File: src/rtl/alu_pkg.sv
// Shared definitions for the ALU issue sequencer: function codes, FSM states
// and the latency-class decode used at accept and at capture.
package alu_pkg;

  localparam logic [3:0] FN_ADD = 4'b1111;
  localparam logic [3:0] FN_SUB = 4'b1110;
  localparam logic [3:0] FN_AND = 4'b1101;
  localparam logic [3:0] FN_OR  = 4'b1100;
  localparam logic [3:0] FN_MUL = 4'b0001;
  localparam logic [3:0] FN_DIV = 4'b0010;
  localparam logic [3:0] FN_SHL = 4'b1010;
  localparam logic [3:0] FN_SHR = 4'b1011;
  localparam logic [3:0] FN_ROL = 4'b1000;
  localparam logic [3:0] FN_ROR = 4'b1001;

  typedef enum logic [1:0] {
    ST_IDLE = 2'd0,
    ST_EXEC = 2'd1,
    ST_RESP = 2'd2
  } seq_state_t;

  typedef enum logic [1:0] {
    LAT_SINGLE  = 2'd0,
    LAT_MUL     = 2'd1,
    LAT_DIV     = 2'd2,
    LAT_ILLEGAL = 2'd3
  } lat_class_t;

  function automatic lat_class_t lat_class_of(input logic [3:0] func);
    case (func)
      FN_ADD, FN_SUB, FN_AND, FN_OR,
      FN_SHL, FN_SHR, FN_ROL, FN_ROR: return LAT_SINGLE;
      FN_MUL:                         return LAT_MUL;
      FN_DIV:                         return LAT_DIV;
      default:                        return LAT_ILLEGAL;
    endcase
  endfunction

endpackage

File: src/rtl/alu_sequencer_if.sv
// Decode request, writeback response, ALU drive and R0 write signals of the
// sequencer; slave is the sequencer view, master the surrounding pipeline.
interface alu_sequencer_if;
  logic        req_valid;
  logic        req_ready;
  logic [3:0]  req_func;
  logic [15:0] req_op_a;
  logic [15:0] req_op_b;
  logic [3:0]  req_dest;
  logic [3:0]  alu_func;
  logic [15:0] alu_in1;
  logic [15:0] alu_in2;
  logic [15:0] alu_out;
  logic [15:0] alu_r0;
  logic        rsp_valid;
  logic        rsp_ready;
  logic [15:0] rsp_result;
  logic [3:0]  rsp_dest;
  logic        rsp_err;
  logic        r0_we;
  logic [15:0] r0_data;
  logic        stall;

  modport slave (
    input  req_valid, req_func, req_op_a, req_op_b, req_dest,
    input  alu_out, alu_r0, rsp_ready,
    output req_ready, alu_func, alu_in1, alu_in2,
    output rsp_valid, rsp_result, rsp_dest, rsp_err, r0_we, r0_data, stall
  );

  modport master (
    output req_valid, req_func, req_op_a, req_op_b, req_dest,
    output alu_out, alu_r0, rsp_ready,
    input  req_ready, alu_func, alu_in1, alu_in2,
    input  rsp_valid, rsp_result, rsp_dest, rsp_err, r0_we, r0_data, stall
  );
endinterface

File: src/rtl/alu_lat_counter.sv
// Loadable 4-bit down-counter with zero flag; times the ALU hold period.
module alu_lat_counter (
  input  logic       clk,
  input  logic       rst,
  input  logic       i_load,
  input  logic [3:0] i_load_val,
  input  logic       i_dec,
  output logic       o_zero
);

  logic [3:0] r_cnt;

  always_ff @(posedge clk) begin
    if (rst) begin
      r_cnt <= 4'd0;
    end else if (i_load) begin
      r_cnt <= i_load_val;
    end else if (i_dec && (r_cnt != 4'd0)) begin
      r_cnt <= r_cnt - 4'd1;
    end
  end

  assign o_zero = (r_cnt == 4'd0);

endmodule

File: src/rtl/alu_sequencer.sv
// Multi-cycle issue sequencer in front of the execute-stage ALU: holds operands,
// waits a per-class latency, returns the result and drives the R0 side write.
// Defining ALU_SEQ_PERF_EN adds the perf_ops / perf_stall counter outputs.
//
// state   | meaning
// IDLE    | no operation held, ready for decode
// EXEC    | operands held on the ALU, latency counter running
// RESP    | result presented to writeback until consumed
module alu_sequencer
  import alu_pkg::*;
#(
  parameter int MUL_LAT = 2,
  parameter int DIV_LAT = 4
) (
  input  logic           clk,
  input  logic           rst,
  alu_sequencer_if.slave bus
`ifdef ALU_SEQ_PERF_EN
  ,
  output logic [31:0]    perf_ops,
  output logic [31:0]    perf_stall
`endif
);

  seq_state_t r_state;
  seq_state_t w_state_nxt;

  logic        w_req_ready;
  logic        w_rsp_valid;
  logic        w_stall;
  logic        w_accept;
  logic        w_capture;
  logic        w_cnt_zero;
  logic [3:0]  w_load_val;
  lat_class_t  w_req_class;
  lat_class_t  w_hold_class;

  logic [3:0]  r_func;
  logic [15:0] r_op_a;
  logic [15:0] r_op_b;
  logic [3:0]  r_dest;
  logic [15:0] r_rsp_result;
  logic [3:0]  r_rsp_dest;
  logic        r_rsp_err;
  logic        r_r0_we;
  logic [15:0] r_r0_data;

  always_ff @(posedge clk) begin
    if (rst) r_state <= ST_IDLE;
    else     r_state <= w_state_nxt;
  end

  always_comb begin
    w_state_nxt = r_state;
    case (r_state)
      ST_IDLE: if (bus.req_valid) w_state_nxt = ST_EXEC;
      ST_EXEC: if (w_cnt_zero) w_state_nxt = ST_RESP;
      ST_RESP: if (bus.rsp_ready) w_state_nxt = bus.req_valid ? ST_EXEC : ST_IDLE;
      default: w_state_nxt = ST_IDLE;
    endcase
  end

  always_comb begin
    w_req_ready = 1'b0;
    w_rsp_valid = 1'b0;
    case (r_state)
      ST_IDLE: w_req_ready = 1'b1;
      ST_RESP: begin
        w_rsp_valid = 1'b1;
        w_req_ready = bus.rsp_ready;
      end
      default: ;
    endcase
  end

  assign w_stall      = bus.req_valid & ~w_req_ready;
  assign w_accept     = bus.req_valid & w_req_ready;
  assign w_capture    = (r_state == ST_EXEC) & w_cnt_zero;
  assign w_hold_class = lat_class_of(r_func);

  // A zero divisor completes like a single-cycle op; the ALU is never waited on.
  always_comb begin
    w_req_class = lat_class_of(bus.req_func);
    case (w_req_class)
      LAT_MUL: w_load_val = 4'(MUL_LAT - 1);
      LAT_DIV: w_load_val = (bus.req_op_b == 16'd0) ? 4'd0 : 4'(DIV_LAT - 1);
      default: w_load_val = 4'd0;
    endcase
  end

  alu_lat_counter u_lat_counter (
    .clk        (clk),
    .rst        (rst),
    .i_load     (w_accept),
    .i_load_val (w_load_val),
    .i_dec      (r_state == ST_EXEC),
    .o_zero     (w_cnt_zero)
  );

  always_ff @(posedge clk) begin
    if (rst) begin
      r_func       <= 4'd0;
      r_op_a       <= 16'd0;
      r_op_b       <= 16'd0;
      r_dest       <= 4'd0;
      r_rsp_result <= 16'd0;
      r_rsp_dest   <= 4'd0;
      r_rsp_err    <= 1'b0;
      r_r0_we      <= 1'b0;
      r_r0_data    <= 16'd0;
    end else begin
      r_r0_we <= 1'b0;
      if (w_accept) begin
        r_func <= bus.req_func;
        r_op_a <= bus.req_op_a;
        r_op_b <= bus.req_op_b;
        r_dest <= bus.req_dest;
      end
      if (w_capture) begin
        r_rsp_dest <= r_dest;
        case (w_hold_class)
          LAT_ILLEGAL: begin
            r_rsp_result <= 16'd0;
            r_rsp_err    <= 1'b1;
          end
          LAT_DIV: begin
            r_r0_we <= 1'b1;
            if (r_op_b == 16'd0) begin
              r_rsp_result <= 16'hFFFF;
              r_rsp_err    <= 1'b1;
              r_r0_data    <= r_op_a;
            end else begin
              r_rsp_result <= bus.alu_out;
              r_rsp_err    <= 1'b0;
              r_r0_data    <= bus.alu_r0;
            end
          end
          LAT_MUL: begin
            r_rsp_result <= bus.alu_out;
            r_rsp_err    <= 1'b0;
            r_r0_we      <= 1'b1;
            r_r0_data    <= bus.alu_r0;
          end
          default: begin
            r_rsp_result <= bus.alu_out;
            r_rsp_err    <= 1'b0;
          end
        endcase
      end
    end
  end

  assign bus.req_ready  = w_req_ready;
  assign bus.stall      = w_stall;
  assign bus.alu_func   = r_func;
  assign bus.alu_in1    = r_op_a;
  assign bus.alu_in2    = r_op_b;
  assign bus.rsp_valid  = w_rsp_valid;
  assign bus.rsp_result = r_rsp_result;
  assign bus.rsp_dest   = r_rsp_dest;
  assign bus.rsp_err    = r_rsp_err;
  assign bus.r0_we      = r_r0_we;
  assign bus.r0_data    = r_r0_data;

`ifdef ALU_SEQ_PERF_EN
  logic [31:0] r_perf_ops;
  logic [31:0] r_perf_stall;

  always_ff @(posedge clk) begin
    if (rst) begin
      r_perf_ops   <= 32'd0;
      r_perf_stall <= 32'd0;
    end else begin
      if (w_rsp_valid && bus.rsp_ready) r_perf_ops <= r_perf_ops + 32'd1;
      if (w_stall) r_perf_stall <= r_perf_stall + 32'd1;
    end
  end

  assign perf_ops   = r_perf_ops;
  assign perf_stall = r_perf_stall;
`endif

endmodule
File: src/flat_wrapper.sv
// flat-port wrapper written by rule: the top's interface ports become plain ports
module alu_sequencer_flat import alu_pkg::*;
#(
  parameter int MUL_LAT = 2,
  parameter int DIV_LAT = 4
)
  (clk, rst, bus_req_valid, bus_req_func, bus_req_op_a, bus_req_op_b, bus_req_dest, bus_alu_out, bus_alu_r0, bus_rsp_ready, bus_req_ready, bus_alu_func, bus_alu_in1, bus_alu_in2, bus_rsp_valid, bus_rsp_result, bus_rsp_dest, bus_rsp_err, bus_r0_we, bus_r0_data, bus_stall);
  alu_sequencer_if bus_i ();
  input  logic clk;
  input  logic rst;
  input wire logic [$bits(bus_i.req_valid)-1:0] bus_req_valid;
  input wire logic [$bits(bus_i.req_func)-1:0] bus_req_func;
  input wire logic [$bits(bus_i.req_op_a)-1:0] bus_req_op_a;
  input wire logic [$bits(bus_i.req_op_b)-1:0] bus_req_op_b;
  input wire logic [$bits(bus_i.req_dest)-1:0] bus_req_dest;
  input wire logic [$bits(bus_i.alu_out)-1:0] bus_alu_out;
  input wire logic [$bits(bus_i.alu_r0)-1:0] bus_alu_r0;
  input wire logic [$bits(bus_i.rsp_ready)-1:0] bus_rsp_ready;
  output wire logic [$bits(bus_i.req_ready)-1:0] bus_req_ready;
  output wire logic [$bits(bus_i.alu_func)-1:0] bus_alu_func;
  output wire logic [$bits(bus_i.alu_in1)-1:0] bus_alu_in1;
  output wire logic [$bits(bus_i.alu_in2)-1:0] bus_alu_in2;
  output wire logic [$bits(bus_i.rsp_valid)-1:0] bus_rsp_valid;
  output wire logic [$bits(bus_i.rsp_result)-1:0] bus_rsp_result;
  output wire logic [$bits(bus_i.rsp_dest)-1:0] bus_rsp_dest;
  output wire logic [$bits(bus_i.rsp_err)-1:0] bus_rsp_err;
  output wire logic [$bits(bus_i.r0_we)-1:0] bus_r0_we;
  output wire logic [$bits(bus_i.r0_data)-1:0] bus_r0_data;
  output wire logic [$bits(bus_i.stall)-1:0] bus_stall;
  assign bus_i.req_valid = bus_req_valid;
  assign bus_i.req_func = bus_req_func;
  assign bus_i.req_op_a = bus_req_op_a;
  assign bus_i.req_op_b = bus_req_op_b;
  assign bus_i.req_dest = bus_req_dest;
  assign bus_i.alu_out = bus_alu_out;
  assign bus_i.alu_r0 = bus_alu_r0;
  assign bus_i.rsp_ready = bus_rsp_ready;
  assign bus_req_ready = bus_i.req_ready;
  assign bus_alu_func = bus_i.alu_func;
  assign bus_alu_in1 = bus_i.alu_in1;
  assign bus_alu_in2 = bus_i.alu_in2;
  assign bus_rsp_valid = bus_i.rsp_valid;
  assign bus_rsp_result = bus_i.rsp_result;
  assign bus_rsp_dest = bus_i.rsp_dest;
  assign bus_rsp_err = bus_i.rsp_err;
  assign bus_r0_we = bus_i.r0_we;
  assign bus_r0_data = bus_i.r0_data;
  assign bus_stall = bus_i.stall;
  alu_sequencer #(.MUL_LAT(MUL_LAT), .DIV_LAT(DIV_LAT)) u_core (.clk(clk), .rst(rst), .bus(bus_i));
endmodule
File: config.mk
export PLATFORM = sky130hd
export DESIGN_NAME = alu_sequencer_flat
export DESIGN_NICKNAME = d
export VERILOG_FILES = /design/src/rtl/alu_pkg.sv /design/src/rtl/alu_sequencer_if.sv /design/src/rtl/alu_lat_counter.sv /design/src/rtl/alu_sequencer.sv /design/src/flat_wrapper.sv
export SDC_FILE = /design/constraint.sdc
export NUM_CORES = 1
export LEC_CHECK = 0
export CORE_MARGIN = 5
export CORE_UTILIZATION = 44
export CTS_BUF_LIST = sky130_fd_sc_hd__clkbuf_8
export DETAILED_ROUTE_END_ITERATION = 8
export GPL_TIMING_DRIVEN = 0
export PLACE_DENSITY_LB_ADDON = 0.15
export RECOVER_POWER = 50
export SYNTH_ARGS = -nofsm -noshare
export SYNTH_HDL_FRONTEND = slang
export SYNTH_SLANG_ARGS = --single-unit
File: constraint.sdc
create_clock -name clk -period 2.5 [get_ports clk]
set_clock_uncertainty 0.05 [all_clocks]
set_input_delay 0.625 -clock clk [delete_from_list [all_inputs] [get_ports clk]]
set_output_delay 0.625 -clock clk [all_outputs]
set_load 0.03 [all_outputs]
After elaboration in Yosys (flattened, before gate mapping) --
Memory sizes are Yosys's and may differ from the RTL's. A register that Yosys moved wholly into a read port is not among the register bits. Cells that the tools add are included.
Word-level totals: memories kept 2, ROM bits 64, input bits 76, output and inout port bits 77, bits in registers 84
Memories:
- (no name shown) | depth 16, bits a word 2, read ports 1, clocked after memory_dff 0, wr ports 0, RTL line alu_pkg.sv:30 | case (func)
- (no name shown) | depth 16, bits a word 2, read ports 1, clocked after memory_dff 1, wr ports 0, RTL line alu_pkg.sv:30
Operators by class: equal/unequal tests 10, mux-type cells 20, bitwise operators 5, reduce and logical (&&, ||, !) cells 12, $add $sub $neg 1
Operators by type and width (number):
- 16-bit case mux with 2 select lines | 2
- 16-bit logical NOT | 2
- 16-bit two-way mux | 2
- 4-bit two-way mux | 4
- 2-bit equality test (second input constant) | 4
- 2-bit two-way mux | 4
- 4-bit case mux with 2 select lines | 1
- 2-bit by 1-bit equality test with 1-bit output (second input constant) | 3
- 2-bit case mux with 3 select lines | 1
- 4-bit logical NOT | 1
- 1-bit two-way mux | 4
- 2-bit != test (second input constant) | 2
- 1-bit case mux with 2 select lines | 2
- 2-bit nonzero test | 2
- 4-bit nonzero test | 1
- 2-bit OR reduction | 2
- 4-bit by 1-bit subtractor with 4-bit output (second input constant) | 1
- 1-bit AND | 3
- 3-bit AND reduction | 1
- 2-bit logical NOT | 1
- 2-bit by 1-bit != test with 1-bit output (second input constant) | 1
- 1-bit NOT | 2
- 2-bit AND reduction | 1
- 1-bit logical AND | 1

Longest topological paths before layout --
depth after elaboration 5, gate-level depth with buffers 8

By module --
A second synthesis with hierarchy kept.
Second synthesis, totals: cells, all modules 438, area total of the unflattened synthesis 3572.2 um^2
Modules (own cells, without submodules):
- alu_sequencer | area an instance 3309.4 um^2, cells each 409, instances 1
- alu_lat_counter | area an instance 262.8 um^2, cells each 29, instances 1

Worst setup path after synthesis --
No wires, ideal clock.
path type input-to-output, start in bus_rsp_ready, end out bus_stall, cell stages on the path 3, data required time 1.825 ns, buffers on the path 0, arrival 1.437 ns, path slack 0.388 ns, cell sequence nor2b_1 nor2_1 nor2_1
Between the ends: cells in the longest elaborated chain, start to end 3
Ends and longest elaborated chain:
- start, declared | RTL line flat_wrapper.sv:18 | input wire logic [$bits(bus_i.rsp_ready)-1:0] bus_rsp_ready;
- 1-bit case mux with 2 select lines | RTL line alu_sequencer.sv:66 | case (r_state)
- net bus_req_ready | RTL line flat_wrapper.sv:19 | output wire logic [$bits(bus_i.req_ready)-1:0] bus_req_ready;
- 1-bit NOT | RTL line alu_sequencer.sv:76 | assign w_stall = bus.req_valid & ~w_req_ready;
- 1-bit AND | RTL line alu_sequencer.sv:76
- end, declared | RTL line flat_wrapper.sv:29 | output wire logic [$bits(bus_i.stall)-1:0] bus_stall;
The timed path passes the listed nets, and every way through them passes these cells.

Worst setup path after layout --
start reg u_core.r_state[1], end out bus_rsp_valid
Between the ends: cells in the longest elaborated chain, start to end 2
Ends and longest elaborated chain:
- start, declared | RTL line alu_sequencer.sv:25 | seq_state_t r_state;
- start signal, assigned | RTL line alu_sequencer.sv:50 | else r_state <= w_state_nxt;
- 2-bit equality test | RTL line alu_sequencer.sv:66
- 1-bit two-way mux | RTL line alu_sequencer.sv:66
- end, declared | RTL line flat_wrapper.sv:23 | output wire logic [$bits(bus_i.rsp_valid)-1:0] bus_rsp_valid;
Every way passes these cells.

==> results.toml <==
[final_layout]
fillCellCount = 713
layout.nets = 683
drive_gt1_frac = 0.06811
area_growth_from_synthesis_to_layout_pct = 48.38
layout.cells.most_common_list = "94 x nand2_1, 86 x dfxtp_1, 75 x dlygate4sd3_1"
antenna_cells = 0
final_common_cell = "nand2_1"

[worst_setup_path]
worst-endpoint-required_ps = 1820
rr_endpoint = "u_core.bus.r0_data[11]"
arrival_ps = 1700
timing.critical_path.to_type = "primary output"
cp-endpoint = "bus_rsp_valid"
worst_r2r_startpoint = "u_core.u_lat_counter.r_cnt[0]"
cp-start-kind = "flip-flop"
worst_path_class_setup = "reg2out"
crit_fanout = 5
regToRegSetupSlack_ps = 230
worst_r2r_path_depth = 7
critical_path.startpoint = "u_core.r_state[1]"

[clock_tree]
clk_buf_depth = 2
postCtsSetupRepairBufs = 0
cts-htree-levels = 3
cts_tree = "done"
clock-root-buffer = "clkbuf_8"
number_of_buffers_created_by_cts = 9
postCtsHoldBufs = 0
clk_latency_ps = 340
clock_transition_at_path_regs_ps = 80
tritoncts_num_sinks = 86

[global_route]
wire_length_of_the_first_global_routing_pass_um = 17750
grt_pass1_vias = 3748
met3_usage = 0.06612
met2_usage = 0.3556
grt_antenna_before_repair = 0
gr-usage-met1 = 0.2633
maximum_number_of_pins_on_one_net_before_global_route_repair = 13
grt-ovfl-total = 0
gr-max-usage-layer = "met2"
groute.usage.overall = 0.2156

[yosys]
synth_seq_area_share = 0.4685
largest_family_of_logic_cells_by_synthesized_area = "compound AO/OA/AOI/OAI gates"
synth.area.mux_share = 0.01430
synth_warnings = 0
synth.top_cells.by_area = "dfxtp_1 47%, nand2_1 9.6%, a21oi_1 8.2%"
synth_fa_ha_area_frac = 0.02383
synth_top_cell_area_share = 0.4685
postSynthAreaPerCell_sq_um = 8.390
netlist-cell-type-count = 37
yosys.area_share.xor_xnor = 0.007150
synth-compound-area-share = 0.2162
post_synthesis_net_count = 521
post_synthesis_cell_area_sq_mm = 0.003675
synth_seq_cells = 86
synth_simple_gate_area_frac = 0.2135
gate_count_post_synth = 438
netlist.top_cell.by_area = "dfxtp_1"

[timing]
hold_violations = 0
grt_setup_unrepaired = "no"
setup_viol = 0
final_max_slew_viol_count = 0
worst_pin_slew_ps = 671.1
relSlewSlack = 0.5526
hold-worst-slack_ps = 406.0
min_tclk_post_route_ps = 2377
finalSetupTns_ps = 0
fmaxAchievable_ghz = 0.4207
fin_crit_sh = 0.9508

[route]
remaining_drc_errors = 0
wl_um = 10910
dr.first_iter.drc_count = 113
per_cell_routed_wire_length_um = 15.43
post_drt_antenna_nets = 0
dr.pass1.iters = 4
route.vias.total = 3707
viasPerCell = 5.243

[die]
floorplan.core_area_sq_mm = 0.008175
die_x_um = 101.4
rows = 33
die-height_um = 101.4
floorplan.initialDensity = 0.4495
floorplan.io_pins = 153
area_of_the_die_sq_mm = 0.01028

[placed_design]
port-buffer-count = 151
gp_congestion = 0.8567
dp_hpwl_um = 8440

[run]
cap_violations = 0

[power]
p_leak_nw = 2.163
power-per-cell-area_mw_per_mm2 = 566.7
worst_supply_voltage_drop_on_vdd_mv = 0.3752

[worst_hold_path]
min_path_type = "reg2reg"

[outcome]
outcome = "completed"
[how the worst min path moves through the flow]
stage,slack (ps),from,end,depth (start not counted)
2_1_floorplan,390,u_core.r_dest[0],u_core.r_dest[0],2
3_3_place_gp,400,u_core.r_dest[2],u_core.r_dest[2],2
3_5_place_dp,400,u_core.bus.rsp_dest[3],u_core.bus.rsp_dest[3],2
4_1_cts,410,u_core.bus.rsp_dest[3],u_core.bus.rsp_dest[3],2
5_1_grt,440,u_core.bus.alu_in1[12],u_core.bus.alu_in1[12],2
6_report,410,u_core.bus.rsp_dest[3],u_core.bus.rsp_dest[3],2
[report_power, final]
| part | leakage (nW) | internal (mW) | total (mW) | switching [mW] |
|---|---|---|---|---|
| logic | 1.38 | 0.323 | 0.788 | 0.465 |
| clock network | 0.0818 | 0.336 | 0.790 | 0.454 |
| registers | 0.702 | 1.45 | 1.51 | 0.0584 |
| total | 2.16 | 2.11 | 3.09 | 0.977 |
[per-layer routing]
layer | vias to the layer above | part of all wire
li1 | 1861 | -
met1 | 1709 | 0.43
met2 | 119 | 0.47
met3 | 18 | 0.078
met4 | 0 | 0.021
met5 | - | 0
[state kept, by name, summed over array words and instances (netlist names)]
name and flops:
u_core.bus.alu_in1 16, u_core.u_lat_counter.r_cnt 4, u_core.bus.rsp_dest 4, u_core.w_hold_class 2, u_core.bus.alu_in2 16, u_core.r_state 2
u_core.r_dest 4, u_core.bus.alu_func 4, u_core.bus.r0_data 16, u_core.bus.rsp_err 1, u_core.bus.rsp_result 16, u_core.bus.r0_we 1
[metrics by stage]
stage | instance area [sq um] | util | std cells | power [mW] | setup slack (ps)
after floorplan | 3675 | - | 438 | 1.991 | 388.3
after global placement | 5318 | 0.6504 | 694 | 2.350 | -424.3
after detailed placement | 5318 | 0.6504 | 694 | 2.364 | -407.9
after CTS | 5463 | 0.6682 | 707 | 3.142 | 18.35
after global routing | 5453 | 0.6670 | 707 | 3.249 | 33.73
final | 5453 | 0.6670 | 707 | 3.090 | 122.9
[cell usage after synthesis]
cell type,count
nor4_4,1
inv_2,1
or3b_4,1
xnor2_1,1
a221oi_2,9
nor3_1,5
buf_2,7
a21oi_1,60
o21ai_0,16
nor4_1,24
ha_1,7
a21o_1,2
o2111ai_1,1
a211oi_2,2
mux2i_1,3
inv_1,11
nand4_2,1
nand3b_1,1
o31ai_1,2
a221oi_1,7
nor3b_2,1
nand3_1,7
mux2_1,2
nor2_1,28
nand2_1,94
or3_1,2
nor2b_1,2
or2_1,3
clkbuf_1,21
nor3b_1,1
a211oi_1,15
dfxtp_1,86
a41oi_1,3
xor2_1,2
buf_1,4
o211ai_1,2
buf_6,3
[layout make-up]
| cell class | count | area, sq um | area share |
|---|---|---|---|
| Tap cell | 105 | 131.4 | 0.02409 |
| Clock buffer | 9 | 123.9 | 0.02272 |
| Multi-Input combinational cell | 305 | 1748 | 0.3206 |
| Clock inverter | 4 | 18.77 | 0.003442 |
| Buffer | 35 | 162.7 | 0.02983 |
| Sequential cell | 86 | 1722 | 0.3157 |
| Timing Repair Buffer | 151 | 1501 | 0.2754 |
| Inverter | 12 | 45.04 | 0.008261 |
[cell families (layout without fill, tap and decap cells)]
family                     count (synthesis)  in the layout
muxes                                      5              5
buffers and inverters                     47            211
AOI/OAI and AO/OA                        119            119
DFF                                       86             86
adders and majority gates                  7              7
and+or+nand+nor                          171            171
xor gates and xnor gates                   3              3
[what timing repair did]
action / CTS / global route
setup endpoints to repair: 2 / 2
resized for setup: 5 / 4
pin swaps: 0 / 0
[worst max-delay path, stage by stage (launching register included)]
cell and delay (ps):
dfxtp_1 440, inv_1 100, nor2_1 130, clkdlybuf4s50_1 690
(Power assumes the default switching activity.)
